`src/rtl/load_store_unit.sv`:
```
// Load/store unit: one outstanding memory access per instruction, with byte-lane
// steering for stores, sign/zero extension for loads and a bounded wait for MemAck.
//
// state | meaning
// IDLE  | waiting for MemRead/MemWrite; illegal or misaligned requests fault straight to DONE
// BUSY  | request held on the memory port until MemAck or the wait counter hits TIMEOUT
// DONE  | one-cycle completion pulse, Err reports fault/timeout
module load_store_unit #(
  parameter int unsigned TIMEOUT = 255
) (
  input  logic        CLK,
  input  logic        RST_n,
  input  logic        MemRead,
  input  logic        MemWrite,
  input  logic [2:0]  Funct3,
  input  logic [31:0] Addr,
  input  logic [31:0] WriteData,
  output logic        MemReq,
  output logic        MemWe,
  output logic [31:0] MemAddr,
  output logic [31:0] MemWdata,
  output logic [3:0]  MemBe,
  input  logic        MemAck,
  input  logic [31:0] MemRdata,
  output logic [31:0] LoadData,
  output logic        Stall,
  output logic        Done,
  output logic        Err
);

  typedef enum logic [1:0] {IDLE, BUSY, DONE} state_t;

  localparam logic [7:0] TIMEOUT_CNT = 8'(TIMEOUT);

  state_t      state, state_nxt;
  logic [7:0]  wait_cnt, wait_cnt_nxt, cnt_inc;
  logic [31:0] addr_q, wdata_q;
  logic [2:0]  funct3_q;
  logic        we_q;
  logic        err_q, err_nxt;
  logic [31:0] load_q, load_nxt;
  logic        latch_en;
  logic        req_any, f3_ok, aligned, access_ok, busy;
  logic [7:0]  ld_byte;
  logic [15:0] ld_half;
  logic [31:0] ld_ext;

  assign req_any = MemRead | MemWrite;
  assign cnt_inc = wait_cnt + 8'd1;
  assign busy    = (state == BUSY);

  // Unsigned widths exist only for loads.
  always_comb begin
    f3_ok   = 1'b0;
    aligned = 1'b1;
    case (Funct3)
      3'b000, 3'b001, 3'b010: f3_ok = 1'b1;
      3'b100, 3'b101:         f3_ok = MemRead;
      default:                f3_ok = 1'b0;
    endcase
    if (Funct3[1:0] == 2'b01)      aligned = ~Addr[0];
    else if (Funct3[1:0] == 2'b10) aligned = (Addr[1:0] == 2'b00);
    access_ok = (MemRead ^ MemWrite) & f3_ok & aligned;
  end

  always_comb begin
    ld_byte = MemRdata[7:0];
    case (addr_q[1:0])
      2'd1:    ld_byte = MemRdata[15:8];
      2'd2:    ld_byte = MemRdata[23:16];
      2'd3:    ld_byte = MemRdata[31:24];
      default: ld_byte = MemRdata[7:0];
    endcase
    ld_half = addr_q[1] ? MemRdata[31:16] : MemRdata[15:0];
    case (funct3_q)
      3'b000:  ld_ext = {{24{ld_byte[7]}}, ld_byte};
      3'b001:  ld_ext = {{16{ld_half[15]}}, ld_half};
      3'b100:  ld_ext = {24'd0, ld_byte};
      3'b101:  ld_ext = {16'd0, ld_half};
      default: ld_ext = MemRdata;
    endcase
  end

  always_comb begin
    state_nxt    = state;
    wait_cnt_nxt = wait_cnt;
    err_nxt      = err_q;
    load_nxt     = load_q;
    latch_en     = 1'b0;
    case (state)
      IDLE: begin
        if (req_any) begin
          if (access_ok) begin
            latch_en     = 1'b1;
            wait_cnt_nxt = 8'd0;
            state_nxt    = BUSY;
          end else begin
            err_nxt   = 1'b1;
            load_nxt  = 32'd0;
            state_nxt = DONE;
          end
        end
      end
      BUSY: begin
        if (MemAck) begin
          err_nxt   = 1'b0;
          if (!we_q) load_nxt = ld_ext;
          state_nxt = DONE;
        end else begin
          wait_cnt_nxt = cnt_inc;
          if (cnt_inc == TIMEOUT_CNT) begin
            err_nxt   = 1'b1;
            load_nxt  = 32'd0;
            state_nxt = DONE;
          end
        end
      end
      DONE:    state_nxt = IDLE;
      default: state_nxt = IDLE;
    endcase
  end

  always_ff @(posedge CLK or negedge RST_n) begin
    if (!RST_n) begin
      state    <= IDLE;
      wait_cnt <= 8'd0;
      err_q    <= 1'b0;
      load_q   <= 32'd0;
      addr_q   <= 32'd0;
      wdata_q  <= 32'd0;
      funct3_q <= 3'd0;
      we_q     <= 1'b0;
    end else begin
      state    <= state_nxt;
      wait_cnt <= wait_cnt_nxt;
      err_q    <= err_nxt;
      load_q   <= load_nxt;
      if (latch_en) begin
        addr_q   <= Addr;
        wdata_q  <= WriteData;
        funct3_q <= Funct3;
        we_q     <= MemWrite;
      end
    end
  end

  // Memory port is driven only in BUSY, so reset and idle both present zeros.
  always_comb begin
    MemReq   = busy;
    MemWe    = busy & we_q;
    MemAddr  = busy ? {addr_q[31:2], 2'b00} : 32'd0;
    MemBe    = 4'd0;
    MemWdata = 32'd0;
    if (busy) begin
      MemBe = 4'b1111;
      if (we_q) begin
        case (funct3_q[1:0])
          2'b00: begin
            MemBe    = 4'b0001 << addr_q[1:0];
            MemWdata = {4{wdata_q[7:0]}};
          end
          2'b01: begin
            MemBe    = addr_q[1] ? 4'b1100 : 4'b0011;
            MemWdata = {2{wdata_q[15:0]}};
          end
          default: MemWdata = wdata_q;
        endcase
      end
    end
  end

  assign Stall    = busy | ((state == IDLE) & req_any);
  assign Done     = (state == DONE);
  assign Err      = err_q;
  assign LoadData = load_q;

endmodule
```
`config.mk`:
```
export PLATFORM = sky130hd
export DESIGN_NAME = load_store_unit
export DESIGN_NICKNAME = d
export VERILOG_FILES = /design/src/rtl/load_store_unit.sv
export SDC_FILE = /design/constraint.sdc
export NUM_CORES = 1
export LEC_CHECK = 0
export ABC_AREA = 0
export CORE_UTILIZATION = 32
export DETAILED_ROUTE_END_ITERATION = 16
export SYNTH_ARGS = -nofsm -noshare
export SYNTH_HDL_FRONTEND = slang
export SYNTH_SLANG_ARGS = --single-unit
```
`constraint.sdc`:
```
create_clock -name CLK -period 3.05 [get_ports CLK]
set_clock_uncertainty 0.15 [all_clocks]
set_input_delay 0.61 -clock CLK [delete_from_list [all_inputs] [get_ports CLK]]
set_output_delay 0.61 -clock CLK [all_outputs]
set_load 0.01 [all_outputs]
```
==> results of run 1 <==
==> worst paths after layout <==
| path | start | end | slack, ns |
|---|---|---|---|
| setup / recovery | funct3_q[1]$_DFFE_PN0P_ | MemWdata[8] | 0.14 |
| hold / removal | RST_n | we_q$_DFFE_PN0P_ | 0.11 |
| setup reg to reg | wait_cnt[1]$_DFFE_PN0P_ | LoadData[2]$_DFFE_PN0P_ | 0.50 |
| hold reg to reg | addr_q[30]$_DFFE_PN0P_ | addr_q[30]$_DFFE_PN0P_ | 0.35 |
| max in group asynchronous | RST_n | wdata_q[17]$_DFFE_PN0P_ | 1.99 |
| min in group CLK | addr_q[30]$_DFFE_PN0P_ | addr_q[30]$_DFFE_PN0P_ | 0.35 |
==> routing by layer <==
metal  track usage (%)  vias up  wire length (µm)
met2              32.0      179              9000
met3              4.80       17              1420
met5                 0        -                13
met4              5.89        2               247
met1              24.4     2599              8190
li1                  -     2592                 -
==> timing repair <==
item                                   in CTS  in global routing
setup endpoints to repair                   0                  1
endpoints found under the hold margin       0                  0
gates resized for setup                     0                  1
==> area by class of cell <==
type	count	area, µm²	area share, %
multi-input combinational	453	3260	36.1
sequential	111	2780	30.8
timing repair buffer	231	2300	25.5
tap	265	332	3.67
clock buffer	10	229	2.54
clock inverter	6	68.8	0.763
inverter	16	60.1	0.666
==> power by group through the flow <==
stage | sequential (µW) | combinational (µW) | clock [µW]
6_report | 2470 | 2470 | 1240
5_1_grt | 2560 | 2690 | 1340
3_3_place_gp | 2480 | 2460 | 0
3_5_place_dp | 2480 | 2490 | 0
4_1_cts | 2470 | 2490 | 1280
2_1_floorplan | 2300 | 1750 | 0
==> worst max-delay path, cell delays in order, from the launching register on <==
cell	delay, ns
dfrtp_2	0.60
or2_2	0.34
nand2_1	0.09
a21oi_1	0.20
clkdlybuf4s50_1	0.57
==> state kept, by name, summed over array words and instances, names as in the netlist <==
name / cells
LoadData: 32
addr_q: 32
wdata_q: 32
wait_cnt: 8
funct3_q: 3
state: 2
Err: 1
we_q: 1
==> cell families after synthesis <==
group	after synthesis	share of synthesized area, %
flops	111	43.7
other cells	1	0.0590
xor+xnor	1	0.138
buf+inv	66	5.18
mux	86	18.7
simple gates	213	16.7
compound gates	148	15.0
fa+ha+maj	3	0.591
==> stage by stage <==
step / hold WS (ns) / util (%)
after floorplan: 0.164 / -
after global placement: 0.321 / 44.8
after detailed placement: 0.329 / 44.8
after CTS: 0.135 / 46.4
after global routing: 0.159 / 46.4
final: 0.107 / 46.4
==> placed cells by master, fill, tap and decap left out, types with 5 or more instances in the layout <==
master / Yosys / layout
a211oi_1: 8 / 8
a21oi_1: 34 / 34
a22oi_1: 7 / 7
a31oi_1: 17 / 17
and2_1: 32 / 32
and3_1: 8 / 8
and3b_1: 7 / 7
buf_4: 4 / 22
clkbuf_16: 0 / 9
clkdlybuf4s50_1: 0 / 205
dfrtp_1: 111 / 109
inv_1: 15 / 15
mux2_1: 5 / 5
mux2_4: 60 / 60
mux2i_1: 16 / 16
nand2_1: 92 / 92
nand2b_1: 6 / 6
nand3_1: 6 / 6
nor2_1: 31 / 30
nor2b_1: 10 / 10
nor3_1: 6 / 6
o211ai_1: 16 / 16
o21ai_0: 38 / 38
o221ai_1: 8 / 8
==> flow_summary.html, run 1 <==
<table>
<tr><th>Metric</th><th>Value</th></tr>
<tr><th colspan="2">Setup path</th></tr>
<tr><td>Type of destination of the critical path</td><td>output port</td></tr>
<tr><td>Required time worst endpoint</td><td>2.29 ns</td></tr>
<tr><td>Cells on worst reg2reg path</td><td>7</td></tr>
<tr><td>Worst Path Class, Setup</td><td>reg -&gt; out</td></tr>
<tr><td>Largest fanout on the critical path</td><td>15</td></tr>
<tr><td>Kind of launch point of the worst setup path</td><td>register</td></tr>
<tr><td>Worst endpoint data arrival time</td><td>2.15 ns</td></tr>
<tr><th colspan="2">Logic synthesis</th></tr>
<tr><td>Leading post-synthesis cells by instance count</td><td>dfrtp_1 (111), nand2_1 (92), mux2_4 (60)</td></tr>
<tr><td>Synth top area cells</td><td>dfrtp_1 (44%), mux2_4 (14%), nand2_1 (5.4%)</td></tr>
<tr><td>Post-synthesis sequential area ratio</td><td>43.7%</td></tr>
<tr><td>Total of warnings raised by yosys</td><td>0</td></tr>
<tr><td>Count of flip-flops with a built-in enable after synthesis</td><td>0</td></tr>
<tr><td>Mean Syn Cell Area</td><td>10.1 µm²</td></tr>
<tr><td>Share of synthesized registers carrying an async set or reset</td><td>100%</td></tr>
<tr><td>Mapped Cells</td><td>629</td></tr>
<tr><td>Share of the synthesized area in the top cell type</td><td>43.7%</td></tr>
<tr><td>#FFs+latches synth</td><td>111</td></tr>
<tr><td>Netlist cell types</td><td>59</td></tr>
<tr><td>Most instantiated library cell after synthesis</td><td>dfrtp_1</td></tr>
<tr><td>Yosys top cell by area</td><td>dfrtp_1</td></tr>
<tr><td>Primary FF master, synth</td><td>dfrtp_1</td></tr>
<tr><td>Netlist area before placement</td><td>6350 µm²</td></tr>
<tr><th colspan="2">Clock tree</th></tr>
<tr><td>CTS sink cnt</td><td>111</td></tr>
<tr><td>Post-CTS clock slew at the launch and capture registers of the worst setup and hold paths</td><td>0.07 ns</td></tr>
<tr><td>Latest clock arrival within the worst-skew pair</td><td>0.36 ns</td></tr>
<tr><td>Buffers inserted during post-CTS setup optimization</td><td>0</td></tr>
<tr><td>CTS Buf Count</td><td>9</td></tr>
<tr><td>CTS Buffer Depth</td><td>2</td></tr>
<tr><td>CTS tree</td><td>yes</td></tr>
<tr><td>Hold Buf Count CTS</td><td>0</td></tr>
<tr><td>Depth of the CTS H-tree</td><td>3</td></tr>
<tr><td>Library cell used as clock root buffer</td><td>clkbuf_16</td></tr>
<tr><th colspan="2">Drt</th></tr>
<tr><td>Total routed wirelength</td><td>18900 µm</td></tr>
<tr><td>Starting DRC count in detailed routing</td><td>278</td></tr>
<tr><td>Ratio of routed vias to standard cells</td><td>4.93</td></tr>
<tr><td>Routed length per placed instance</td><td>17.3 µm</td></tr>
<tr><td>Total via count in the routed design</td><td>5389</td></tr>
<tr><td>Number of DRC violations after detailed routing</td><td>0</td></tr>
<tr><td>DRT Pass-1 Iters</td><td>5</td></tr>
<tr><td>Antenna-violating nets left</td><td>0</td></tr>
<tr><th colspan="2">STA</th></tr>
<tr><td>Total negative slack for setup checks</td><td>0 ns</td></tr>
<tr><td>Transition at the pin with the smallest max-transition slack</td><td>0.625 ns</td></tr>
<tr><td>Final worst path period need</td><td>2.91 ns</td></tr>
<tr><td>Achievable frequency</td><td>344 MHz</td></tr>
<tr><td>Least setup slack across all paths after layout</td><td>0.141 ns</td></tr>
<tr><td>Worst relative slew slack</td><td>58.3%</td></tr>
<tr><td>Unrepaired setup endpoints after global routing</td><td>no</td></tr>
<tr><td>Final Cycle Share</td><td>95.4%</td></tr>
<tr><td>Number of endpoints with negative hold slack in the final report</td><td>0</td></tr>
<tr><td>Final setup violating endpoints</td><td>0</td></tr>
<tr><td>Max-slew violation total from the final report</td><td>0</td></tr>
<tr><th colspan="2">Finish</th></tr>
<tr><td>Fill cells</td><td>1860</td></tr>
<tr><td>Number of standard cells in the layout, taps in and fillers out</td><td>1092</td></tr>
<tr><td>Final cell area excluding filler cells</td><td>9020 µm²</td></tr>
<tr><td>Share of post-route cells with drive strength above 1</td><td>14.3%</td></tr>
<tr><td>Nets@finish</td><td>929</td></tr>
<tr><td>Layout overhead on the synthesized area</td><td>42.1%</td></tr>
<tr><td>Ant diodes</td><td>0</td></tr>
<tr><th colspan="2">Global route</th></tr>
<tr><td>Pin count of the biggest net entering global routing</td><td>45</td></tr>
<tr><td>Vias in the first global route</td><td>5465</td></tr>
<tr><td>Global Route Usage Sum</td><td>19.2%</td></tr>
<tr><td>Final global-route overflow total</td><td>0</td></tr>
<tr><td>First-pass GRT wire length</td><td>29900 µm</td></tr>
<tr><td>Number of antenna violations at the first check in global routing</td><td>1</td></tr>
<tr><th colspan="2">Floorplanning</th></tr>
<tr><td>Placeable core area</td><td>19500 µm²</td></tr>
<tr><td>Die span in y</td><td>143 µm</td></tr>
<tr><td>Effective utilization at floorplan</td><td>32.6%</td></tr>
<tr><td># IOs</td><td>209</td></tr>
<tr><td>Floorplan die width</td><td>143 µm</td></tr>
<tr><td>Row count</td><td>51</td></tr>
<tr><td>Die area</td><td>20400 µm²</td></tr>
<tr><th colspan="2">Outcome</th></tr>
<tr><td>Result of the run</td><td>completed</td></tr>
<tr><th colspan="2">Place</th></tr>
<tr><td>Pre-CTS setup slack</td><td>0.156 ns</td></tr>
<tr><td>Placed Cells</td><td>1076</td></tr>
<tr><td>DP Wirelength</td><td>13400 µm</td></tr>
<tr><td>Placed Instance Area</td><td>8720 µm²</td></tr>
<tr><td>Final weighted congestion in routability-driven placement</td><td>0.827</td></tr>
<tr><td>Port-buffer cells</td><td>206</td></tr>
<tr><th colspan="2">Flow run</th></tr>
<tr><td>Reported max-cap violation count</td><td>0</td></tr>
<tr><th colspan="2">Power</th></tr>
<tr><td>Total net switching power</td><td>2150 µW</td></tr>
<tr><td>Net switching fraction of the power</td><td>34.8%</td></tr>
<tr><td>Worst ir drop on vdd</td><td>0.385 mV</td></tr>
<tr><td>Power Total</td><td>6170 µW</td></tr>
<tr><td>Internal</td><td>4020 µW</td></tr>
<tr><td>Sequential Power Share</td><td>40.0%</td></tr>
<tr><td>Clock Power Share</td><td>20.0%</td></tr>
<tr><td>Combinational share of power</td><td>40.0%</td></tr>
<tr><td>Leakage</td><td>0.00391 µW</td></tr>
<tr><td>Power density of the placed cells</td><td>684 nW/µm²</td></tr>
<tr><th colspan="2">Min path</th></tr>
<tr><td>Class of the tightest hold or removal check</td><td>in -&gt; async</td></tr>
</table>
No activity file was read; power rests on OpenSTA's default activity.
==> run 2, diff against run 1 <==
--- a/config.mk
+++ b/config.mk
@@ -6,8 +6,10 @@
 export NUM_CORES = 1
 export LEC_CHECK = 0
 export ABC_AREA = 0
+export CORE_ASPECT_RATIO = 1.5
 export CORE_UTILIZATION = 32
 export DETAILED_ROUTE_END_ITERATION = 16
 export SYNTH_ARGS = -nofsm -noshare
 export SYNTH_HDL_FRONTEND = slang
 export SYNTH_SLANG_ARGS = --single-unit
+export TNS_END_PERCENT = 50
==> flow_summary.html, run 2 (synthesis gave the netlist of run 1 again) <==
<table>
<tr><th>Metric</th><th>Value</th></tr>
<tr><th colspan="2">Drt</th></tr>
<tr><td>Total routed wirelength</td><td>19300 µm (+2.2%)</td></tr>
<tr><td>Total via count in the routed design</td><td>5411 (+0.41%)</td></tr>
<tr><td>Antenna-violating nets left</td><td>0 (unchanged)</td></tr>
<tr><td>Number of DRC violations after detailed routing</td><td>0 (unchanged)</td></tr>
<tr><td>DRT Pass-1 Iters</td><td>4 (-1)</td></tr>
<tr><td>Ratio of routed vias to standard cells</td><td>5.01 (+1.5%)</td></tr>
<tr><td>Starting DRC count in detailed routing</td><td>291 (+4.7%)</td></tr>
<tr><td>Routed length per placed instance</td><td>17.9 µm (+3.4%)</td></tr>
<tr><th colspan="2">Floorplanning</th></tr>
<tr><td>Row count</td><td>62 (+22%)</td></tr>
<tr><td>Die area</td><td>20400 µm² (about the same)</td></tr>
<tr><td>Effective utilization at floorplan</td><td>32.9% (+0.25 points)</td></tr>
<tr><td>Placeable core area</td><td>19300 µm² (-0.75%)</td></tr>
<tr><td># IOs</td><td>209 (unchanged)</td></tr>
<tr><td>Floorplan die width</td><td>117 µm (-18%)</td></tr>
<tr><td>Die span in y</td><td>175 µm (+22%)</td></tr>
<tr><th colspan="2">Setup path</th></tr>
<tr><td>Type of destination of the critical path</td><td>output port</td></tr>
<tr><td>Worst endpoint data arrival time</td><td>2.12 ns (-0.03 ns)</td></tr>
<tr><td>Required time worst endpoint</td><td>2.29 ns (about the same)</td></tr>
<tr><td>Worst Path Class, Setup</td><td>reg -&gt; out</td></tr>
<tr><td>Largest fanout on the critical path</td><td>44 (+29)</td></tr>
<tr><td>Kind of launch point of the worst setup path</td><td>register</td></tr>
<tr><th colspan="2">Place</th></tr>
<tr><td>Final weighted congestion in routability-driven placement</td><td>0.812 (-1.8%)</td></tr>
<tr><td>Port-buffer cells</td><td>206 (unchanged)</td></tr>
<tr><td>DP Wirelength</td><td>13800 µm (+3.3%)</td></tr>
<tr><td>Placed Cells</td><td>1064 (-1.1%)</td></tr>
<tr><th colspan="2">Global route</th></tr>
<tr><td>Pin count of the biggest net entering global routing</td><td>46 (+2.2%)</td></tr>
<tr><td>First-pass GRT wire length</td><td>30400 µm (+1.7%)</td></tr>
<tr><td>Number of antenna violations at the first check in global routing</td><td>0 (-1)</td></tr>
<tr><td>Final global-route overflow total</td><td>0 (unchanged)</td></tr>
<tr><td>Global Route Usage Sum</td><td>19.7% (+0.46 points)</td></tr>
<tr><td>Vias in the first global route</td><td>5495 (+0.55%)</td></tr>
<tr><th colspan="2">STA</th></tr>
<tr><td>Unrepaired setup endpoints after global routing</td><td>no</td></tr>
<tr><td>Total negative slack for setup checks</td><td>0 ns (unchanged)</td></tr>
<tr><td>Final Cycle Share</td><td>94.6% (-0.78 points)</td></tr>
<tr><td>Min Hold Slack</td><td>0.111 ns (+0.00416 ns)</td></tr>
<tr><td>Number of endpoints with negative hold slack in the final report</td><td>0 (unchanged)</td></tr>
<tr><td>Transition at the pin with the smallest max-transition slack</td><td>0.634 ns (+0.00864 ns)</td></tr>
<tr><td>Worst relative slew slack</td><td>57.7% (-0.58 points)</td></tr>
<tr><td>Final worst path period need</td><td>2.88 ns (-0.0239 ns)</td></tr>
<tr><td>Achievable frequency</td><td>347 MHz (+0.83%)</td></tr>
<tr><td>Final setup violating endpoints</td><td>0 (unchanged)</td></tr>
<tr><td>Max-slew violation total from the final report</td><td>0 (unchanged)</td></tr>
<tr><th colspan="2">Power</th></tr>
<tr><td>Leakage</td><td>0.00389 µW (-0.29%)</td></tr>
<tr><td>Power density of the placed cells</td><td>685 nW/µm² (about the same)</td></tr>
<tr><td>Worst ir drop on vdd</td><td>0.362 mV (-6.0%)</td></tr>
<tr><th colspan="2">Clock tree</th></tr>
<tr><td>Buffers inserted during post-CTS setup optimization</td><td>0 (unchanged)</td></tr>
<tr><td>CTS Buffer Depth</td><td>2 (unchanged)</td></tr>
<tr><td>CTS Buf Count</td><td>9 (unchanged)</td></tr>
<tr><td>PostCTS Resize Cnt</td><td>0 (unchanged)</td></tr>
<tr><td>CTS sink cnt</td><td>111 (unchanged)</td></tr>
<tr><td>Hold Buf Count CTS</td><td>0 (unchanged)</td></tr>
<tr><td>CTS tree</td><td>yes</td></tr>
<tr><td>Depth of the CTS H-tree</td><td>3 (unchanged)</td></tr>
<tr><td>Latest clock arrival within the worst-skew pair</td><td>0.36 ns (about the same)</td></tr>
<tr><td>Post-CTS clock slew at the launch and capture registers of the worst setup and hold paths</td><td>0.08 ns (about the same)</td></tr>
<tr><td>Library cell used as clock root buffer</td><td>clkbuf_16</td></tr>
<tr><th colspan="2">Outcome</th></tr>
<tr><td>Result of the run</td><td>completed</td></tr>
<tr><th colspan="2">Finish</th></tr>
<tr><td>Number of standard cells in the layout, taps in and fillers out</td><td>1080 (-1.1%)</td></tr>
<tr><td>Layout overhead on the synthesized area</td><td>41.8%</td></tr>
<tr><td>Share of post-route cells with drive strength above 1</td><td>14.1% (-0.19 points)</td></tr>
<tr><td>Fill cells</td><td>1806 (-2.9%)</td></tr>
<tr><td>Most common cell after layout, fill and taps aside</td><td>clkdlybuf4s50_1</td></tr>
<tr><td>Commonest non-fill, non-tap cells in the layout</td><td>clkdlybuf4s50_1 (205), dfrtp_1 (109), nand2_1 (92)</td></tr>
<tr><td>Nets@finish</td><td>926 (-0.32%)</td></tr>
<tr><td>Ant diodes</td><td>0 (unchanged)</td></tr>
<tr><th colspan="2">Flow run</th></tr>
<tr><td>Reported max-cap violation count</td><td>0 (unchanged)</td></tr>
<tr><th colspan="2">Min path</th></tr>
<tr><td>Class of the tightest hold or removal check</td><td>in -&gt; async</td></tr>
</table>
==> run 2: path summary, 6_finish.rpt <==
check | startpoint | to | slack, ns | depth (start not counted)
max | state[1]$_DFFE_PN0P_ | MemWdata[3] | 0.17 | 5
min | RST_n | addr_q[30]$_DFFE_PN0P_ | 0.11 | 1
max reg2reg | wait_cnt[0]$_DFFE_PN0P_ | LoadData[31]$_DFFE_PN0P_ | 0.55 | 7
min reg2reg | addr_q[29]$_DFFE_PN0P_ | addr_q[29]$_DFFE_PN0P_ | 0.34 | 1
max in group asynchronous | RST_n | wait_cnt[3]$_DFFE_PN0P_ | 1.82 | 2
min in group CLK | addr_q[29]$_DFFE_PN0P_ | addr_q[29]$_DFFE_PN0P_ | 0.34 | 1
==> run 2: critical path: stages, from the launching register on <==
cell and delay [ns]:
dfrtp_1 0.44, nand2b_1 0.19, clkinv_1 0.08, buf_6 0.27
and3_1 0.22, clkdlybuf4s50_1 0.54
==> run 2: power breakdown <==
group | internal [µW] | switching [µW] | leakage, µW | total [µW]
registers | 1990 | 446 | 0.00140 | 2440
logic | 1370 | 1110 | 0.00235 | 2480
clock network | 664 | 579 | 0.000145 | 1240
total | 4030 | 2140 | 0.00389 | 6170
==> run 2: metal layers <==
| metal | GRT usage [%] | share of wire (%) | vias to the layer above |
|---|---|---|---|
| li1 | - | - | 2589 |
| met1 | 23.1 | 40 | 2630 |
| met2 | 34.3 | 53 | 156 |
| met3 | 3.31 | 4.3 | 36 |
| met4 | 8.91 | 3.5 | 0 |
| met5 | 0 | 0 | - |
==> run 2: final cells by class <==
cell class | count | area, µm² | share of cell area, %
multi-input combinational | 453 | 3260 | 36.2
sequential | 111 | 2780 | 30.9
timing repair buffer | 228 | 2280 | 25.3
tap | 256 | 320 | 3.56
clock buffer | 10 | 239 | 2.65
clock inverter | 6 | 67.6 | 0.750
inverter | 16 | 60.1 | 0.667
==> run 2: metrics by stage <==
stage | worst slack (ns) | power (µW) | util (%) | instance area, µm²
4_1_cts | 0.00262 | 6230 | 46.6 | 9000
6_report | 0.165 | 6170 | 46.6 | 9010
3_3_place_gp | 0.150 | 4910 | 45.0 | 8690
3_5_place_dp | 0.155 | 4950 | 45.0 | 8690
5_1_grt | 0.0355 | 6570 | 46.6 | 9010
2_1_floorplan | 0.688 | 4050 | - | 6350
==> run 3, diff against run 2 <==
--- a/config.mk
+++ b/config.mk
@@ -9,6 +9,7 @@
 export CORE_ASPECT_RATIO = 1.5
 export CORE_UTILIZATION = 32
 export DETAILED_ROUTE_END_ITERATION = 16
+export SLEW_MARGIN = 0
 export SYNTH_ARGS = -nofsm -noshare
 export SYNTH_HDL_FRONTEND = slang
 export SYNTH_SLANG_ARGS = --single-unit
==> results of run 3 <==
Same layout as run 2: the final DEF is identical, and so are final timing and power.
